## config.mk

```make
export PLATFORM = sky130hd
export DESIGN_NAME = process_scheduler
export DESIGN_NICKNAME = d
export VERILOG_FILES = /design/src/rtl/process_scheduler.sv
export SDC_FILE = /design/constraint.sdc
export NUM_CORES = 1
export LEC_CHECK = 0
export CAP_MARGIN = 30
export CORE_MARGIN = 1.5
export CORE_UTILIZATION = 30
export CTS_BUF_LIST = sky130_fd_sc_hd__clkbuf_2 sky130_fd_sc_hd__clkbuf_4 sky130_fd_sc_hd__clkbuf_8
export DETAILED_ROUTE_END_ITERATION = 7
export SYNTH_ARGS = -nofsm -noshare
export SYNTH_HDL_FRONTEND = slang
export SYNTH_SLANG_ARGS = --single-unit
```

## constraint.sdc

```tcl
create_clock -name Fast_Clock -period 3.65 [get_ports Fast_Clock]
set_input_delay 0.73 -clock Fast_Clock [delete_from_list [all_inputs] [get_ports Fast_Clock]]
set_output_delay 0.73 -clock Fast_Clock [all_outputs]
set_load 0.05 [all_outputs]
```

## src/rtl/process_scheduler.sv

```systemverilog
// Round-robin time-slice scheduler over the four 512-word ROM regions.
// Optional stall watchdog trap is built when SCHED_WATCHDOG_EN is defined.
module process_scheduler #(
  parameter int ADDR_WIDTH      = 13,
  parameter int REGION_WIDTH    = 9,
  parameter int QUANTUM_WIDTH   = 8,
  parameter int DEFAULT_QUANTUM = 100,
  parameter int WATCHDOG_LIMIT  = 1024
) (
  input  logic                     Fast_Clock,
  input  logic                     Reset_n,
  input  logic                     Os_Done,
  input  logic                     Instr_Valid,
  input  logic                     Halt,
  input  logic                     Cfg_We,
  input  logic [1:0]               Cfg_Slot,
  input  logic                     Cfg_Ready,
  input  logic                     Cfg_Quantum_We,
  input  logic [QUANTUM_WIDTH-1:0] Cfg_Quantum,
  output logic [ADDR_WIDTH-1:0]    Base_Address,
  output logic [1:0]               Active_Slot,
  output logic                     Kernel_Mode,
  output logic                     Preempt,
  output logic [1:0]               Trap_Cause,
  output logic                     Idle,
  output logic [3:0]               Ready_Mask
);

  typedef enum logic [1:0] {
    KERNEL,
    PICK,
    USER,
    TRAP
  } state_t;

  state_t state, state_nx;

  logic [QUANTUM_WIDTH-1:0] quantum, quantum_nx;
  logic [QUANTUM_WIDTH-1:0] work_q, work_q_nx;
  logic [QUANTUM_WIDTH-1:0] count, count_nx;
  logic [1:0] last, last_nx;
  logic [1:0] slot_nx, cause_nx;
  logic [1:0] cand1, cand2, cand3, pick;
  logic [3:0] ready_nx;
  logic       kern_nx, pre_nx, idle_nx;
  logic       found, expire, wd_hit, trap;

  if (WATCHDOG_LIMIT < 1) begin : g_limit_check
    $error("WATCHDOG_LIMIT must be at least 1");
  end

  function automatic logic [1:0] succ(input logic [1:0] s);
    return (s == 2'd3) ? 2'd1 : s + 2'd1;
  endfunction

  assign cand1 = succ(last);
  assign cand2 = succ(cand1);
  assign cand3 = succ(cand2);

  always_comb begin
    found = 1'b1;
    pick  = cand1;
    priority case (1'b1)
      Ready_Mask[cand1]: pick = cand1;
      Ready_Mask[cand2]: pick = cand2;
      Ready_Mask[cand3]: pick = cand3;
      default:           found = 1'b0;
    endcase
  end

  assign expire = Instr_Valid &&
                  (count == work_q - 1'b1);

`ifdef SCHED_WATCHDOG_EN
  localparam int SW = $clog2(WATCHDOG_LIMIT + 1);

  logic [SW-1:0] stall, stall_nx;

  assign wd_hit = !Instr_Valid &&
                  (stall == SW'(WATCHDOG_LIMIT - 1));

  always_comb begin
    stall_nx = stall;
    if (state == PICK)
      stall_nx = '0;
    else if (state == USER)
      stall_nx = Instr_Valid ? '0 : stall + 1'b1;
  end

  always_ff @(posedge Fast_Clock or negedge Reset_n) begin
    if (!Reset_n) stall <= '0;
    else          stall <= stall_nx;
  end
`else
  assign wd_hit = 1'b0;
`endif

  assign trap = Halt || expire || wd_hit;

  always_comb begin
    state_nx   = state;
    quantum_nx = Cfg_Quantum_We ? Cfg_Quantum : quantum;
    work_q_nx  = work_q;
    count_nx   = count;
    last_nx    = last;
    slot_nx    = Active_Slot;
    kern_nx    = Kernel_Mode;
    pre_nx     = 1'b0;
    cause_nx   = Trap_Cause;
    idle_nx    = Idle;
    ready_nx   = Ready_Mask;
    if (Cfg_We && Cfg_Slot != 2'd0)
      ready_nx[Cfg_Slot] = Cfg_Ready;

    unique case (state)
      KERNEL: if (Os_Done) state_nx = PICK;
      PICK: begin
        if (found) begin
          state_nx  = USER;
          slot_nx   = pick;
          last_nx   = pick;
          count_nx  = '0;
          work_q_nx = (quantum == '0) ? QUANTUM_WIDTH'(1) : quantum;
          kern_nx   = 1'b0;
          idle_nx   = 1'b0;
        end else begin
          state_nx  = KERNEL;
          idle_nx   = 1'b1;
        end
      end
      USER: begin
        if (Instr_Valid) count_nx = count + 1'b1;
        if (trap) begin
          state_nx = TRAP;
          pre_nx   = 1'b1;
          slot_nx  = 2'd0;
          kern_nx  = 1'b1;
        end
        // halt clears the ready bit after any same-cycle config write
        priority case (1'b1)
          Halt: begin
            cause_nx = 2'b10;
            ready_nx[Active_Slot] = 1'b0;
          end
          expire:  cause_nx = 2'b01;
          wd_hit:  cause_nx = 2'b11;
          default: ;
        endcase
      end
      TRAP: state_nx = KERNEL;
    endcase

    ready_nx[0] = 1'b0;
  end

  always_ff @(posedge Fast_Clock or negedge Reset_n) begin
    if (!Reset_n) begin
      state        <= KERNEL;
      quantum      <= QUANTUM_WIDTH'(DEFAULT_QUANTUM);
      work_q       <= QUANTUM_WIDTH'(1);
      count        <= '0;
      last         <= 2'd3;
      Active_Slot  <= 2'd0;
      Base_Address <= '0;
      Kernel_Mode  <= 1'b1;
      Preempt      <= 1'b0;
      Trap_Cause   <= 2'b00;
      Idle         <= 1'b0;
      Ready_Mask   <= 4'b0000;
    end else begin
      state        <= state_nx;
      quantum      <= quantum_nx;
      work_q       <= work_q_nx;
      count        <= count_nx;
      last         <= last_nx;
      Active_Slot  <= slot_nx;
      Base_Address <= ADDR_WIDTH'(slot_nx) << REGION_WIDTH;
      Kernel_Mode  <= kern_nx;
      Preempt      <= pre_nx;
      Trap_Cause   <= cause_nx;
      Idle         <= idle_nx;
      Ready_Mask   <= ready_nx;
    end
  end

endmodule

```

==> flow_summary.ini <==
[placed_design]
port_buffers = 29
hpwl_um = 3063
place_inst = 334
routabilityCongestion = 0.8685

[timing]
fmax_ghz = 0.3967
fin_worst_skew_ns = 0.008480
tightestPinTransition_ns = 0.8394
fin_crit_sh = 0.6906
slew_headroom = 0.4404
fin_hold_ws_ns = 0.4798
min_period_ns = 2.521
hold_violations = 0
setup_viol = 0
finalMaxSlewViolations = 0
setup_tns_ns = 0
rsz0062_at_grt = no

[layout]
final_cells = 342
fin_util = 0.3659
syn2layout_area_growth_pct = 17.90
layout_commonest_cell = dfrtp_1
drive_above_1_share = 0.1523
insertedDiodeCount = 0
nets = 266
layout_common_cells = 31 x dfrtp_1, 28 x clkdlybuf4s50_1, 15 x nand2_1

[clocking]
clk_pin_slew_worst_paths_ns = 0.07
clock_path_buffers = 2
post-cts-setup-buffers = 0
clk-insertion-delay-late_ns = 0.29
clockRootBuffer = clkbuf_8
cts_buffers = 5
clock_sinks = 38
cts_resized = 0
cts_tree = done
cts_max_level = 2
cts_hold_buffers = 0

[global_route]
grt_pass1_wl_um = 6975
antenna_found_initial = 0
grt_pass1_vias = 1546
grt_max_degree = 39
gr-total-overflow = 0
track_usage = 0.1123

[route]
via_per_inst = 4.731
drt_iter0_markers = 52
detail_route.wl_per_cell_um = 11.88
drcViolationCount = 0
routed_wl_um = 4064
drtAntennaViolNets = 0
first_pass_iters = 4
via_count = 1618

[setup_path]
crit_fanout = 24
crit_slowest_cell = dfstp_2
worstSetupStartpointType = flip-flop
reg2regPathDepth = 7
endpoint_kind = flip-flop
cp-startpoint = last[0]$_DFFE_PN1P_
max_stage_delay_ns = 0.56
arrival_ns = 2.69
rr_startpoint = last[0]$_DFFE_PN1P_
cp.required_ns = 3.82
r2r_slack_ns = 1.13
worstSetupPathType = reg2reg
path_cells = inv_1 > ha_1 > nor2b_1 > o21a_1 > o41ai_4 > buf_4 > mux2_2
r2r-end = work_q[4]$_DFFE_PN0P_

[yosys]
ys_seq_area_frac = 0.4263
synth_edf_count = 0
synth.yosys.warnings = 0
synth_area_leaders = dfrtp_1 34%, dfstp_2 8.2%, mux2_2 7.0%
ys.flop_type = dfrtp_1
synth.distinct_cells = 55
avgSynthCellArea_um2 = 10.47
yosys.area.top_type = dfrtp_1
netlist_instances = 215
ys_seq_elements = 38
ys_async_sr_fraction = 1.000
syn_area_um2 = 2251
synth_top_area_share = 0.3446

[die]
die_w_um = 89.62
fp-row-count = 31
io_pins = 42
core_area_um2 = 7253
die-area_um2 = 8032
start_util = 0.3103
die_h_um = 89.62

[hold_path]
min_path_cells = 2
hold_start = last[1]$_DFFE_PN1P_
hold_class = reg2reg
holdPathEnd = last[1]$_DFFE_PN1P_

[run]
max_cap_violations = 0

[power_and_ir_drop]
powerDensity_nw_per_um2 = 799.6
ir_drop_mv = 0.3386
p_leak_nw = 1.117
total_power_mw = 2.122

[outcome]
status = complete, no violations
==> metal layers <==
layer / GRT usage / vias to the layer above / routed length, µm
met5: 0 / - / 0
li1: - / 782 / -
met1: 0.1448 / 793 / 1906
met3: 0.02468 / 6 / 125
met2: 0.1839 / 37 / 1948
met4: 0.04336 / 0 / 83
==> registers in the layout, summed over array words and instances, names as in the netlist, named ones only <==
| name | count |
|---|---|
| Kernel_Mode | 1 |
| Trap_Cause | 2 |
| state | 1 |
| count | 8 |
| Base_Address | 2 |
| last | 2 |
| Idle | 1 |
| Ready_Mask | 3 |
| quantum | 8 |
| Preempt | 1 |
| work_q | 8 |
==> cells in the mapped netlist, drive strengths merged (3+ instances only) <==
cell	number
dfrtp	31
buf	19
mux2	16
nand2	15
inv	11
xnor2	9
nor2	8
o21ai	8
dfstp	7
and2	6
ha	6
nand3	6
mux2i	5
xor2	5
a21oi	4
nor3	4
nand2b	3
nand3b	3
nand4	3
nor3b	3
o21a	3
or3	3
or4	3
==> report_power, final <==
part | leakage [nW] | total (mW) | internal, mW | switching (mW)
clock | 0.0523 | 0.308 | 0.169 | 0.139
sequential | 0.459 | 0.743 | 0.573 | 0.171
combinational | 0.606 | 1.07 | 0.449 | 0.622
total | 1.12 | 2.12 | 1.19 | 0.931
==> critical path, delay by kind of cell, from the launching register on <==
kind,cells,cell delay (ns)
adder cells (fa/ha/maj),1,0.38
buffers and inverters,2,0.39
flip-flops,1,0.56
AO/OA/AOI/OAI,2,0.53
multiplexers,1,0.36
AND/OR/NAND/NOR,1,0.17
==> per-stage QoR <==
| stage | setup slack, ns | cell area (µm²) |
|---|---|---|
| final | 1.129 | 2654 |
| after global routing | 1.022 | 2654 |
| after CTS | 1.121 | 2654 |
| after detailed placement | 0.9577 | 2556 |
| after global placement | 0.9789 | 2556 |
| after floorplan | 1.203 | 2292 |
==> how the worst max path moves through the flow <==
stage          cells past startpoint                          end  slack (ns)
4_1_cts                            7        work_q[1]$_DFFE_PN0P_        1.12
5_1_grt                            7        work_q[7]$_DFFE_PN0P_        1.02
3_5_place_dp                       6  Base_Address[9]$_DFFE_PN0P_        0.96
2_1_floorplan                      7        work_q[5]$_DFFE_PN0P_        1.20
3_3_place_gp                       6  Base_Address[9]$_DFFE_PN0P_        0.98
6_report                           7        work_q[4]$_DFFE_PN0P_        1.13
==> logic make-up after synthesis <==
kind of cell	synth area share
other cells	0.001666
fa+ha+maj	0.03335
compound gates	0.1284
simple gates	0.1673
xor+xnor	0.05448
flops	0.4263
buf+inv	0.08616
mux	0.1023
==> final cells by class <==
| cell class | instances | area (µm²) |
|---|---|---|
| fill | 747 | 4599 |
| multi-input combinational | 156 | 1139 |
| sequential | 38 | 959.7 |
| timing repair buffer | 30 | 292.8 |
| tap | 99 | 123.9 |
| clock buffer | 8 | 97.59 |
| inverter | 11 | 41.29 |
Power figures use the tool's default switching activity.
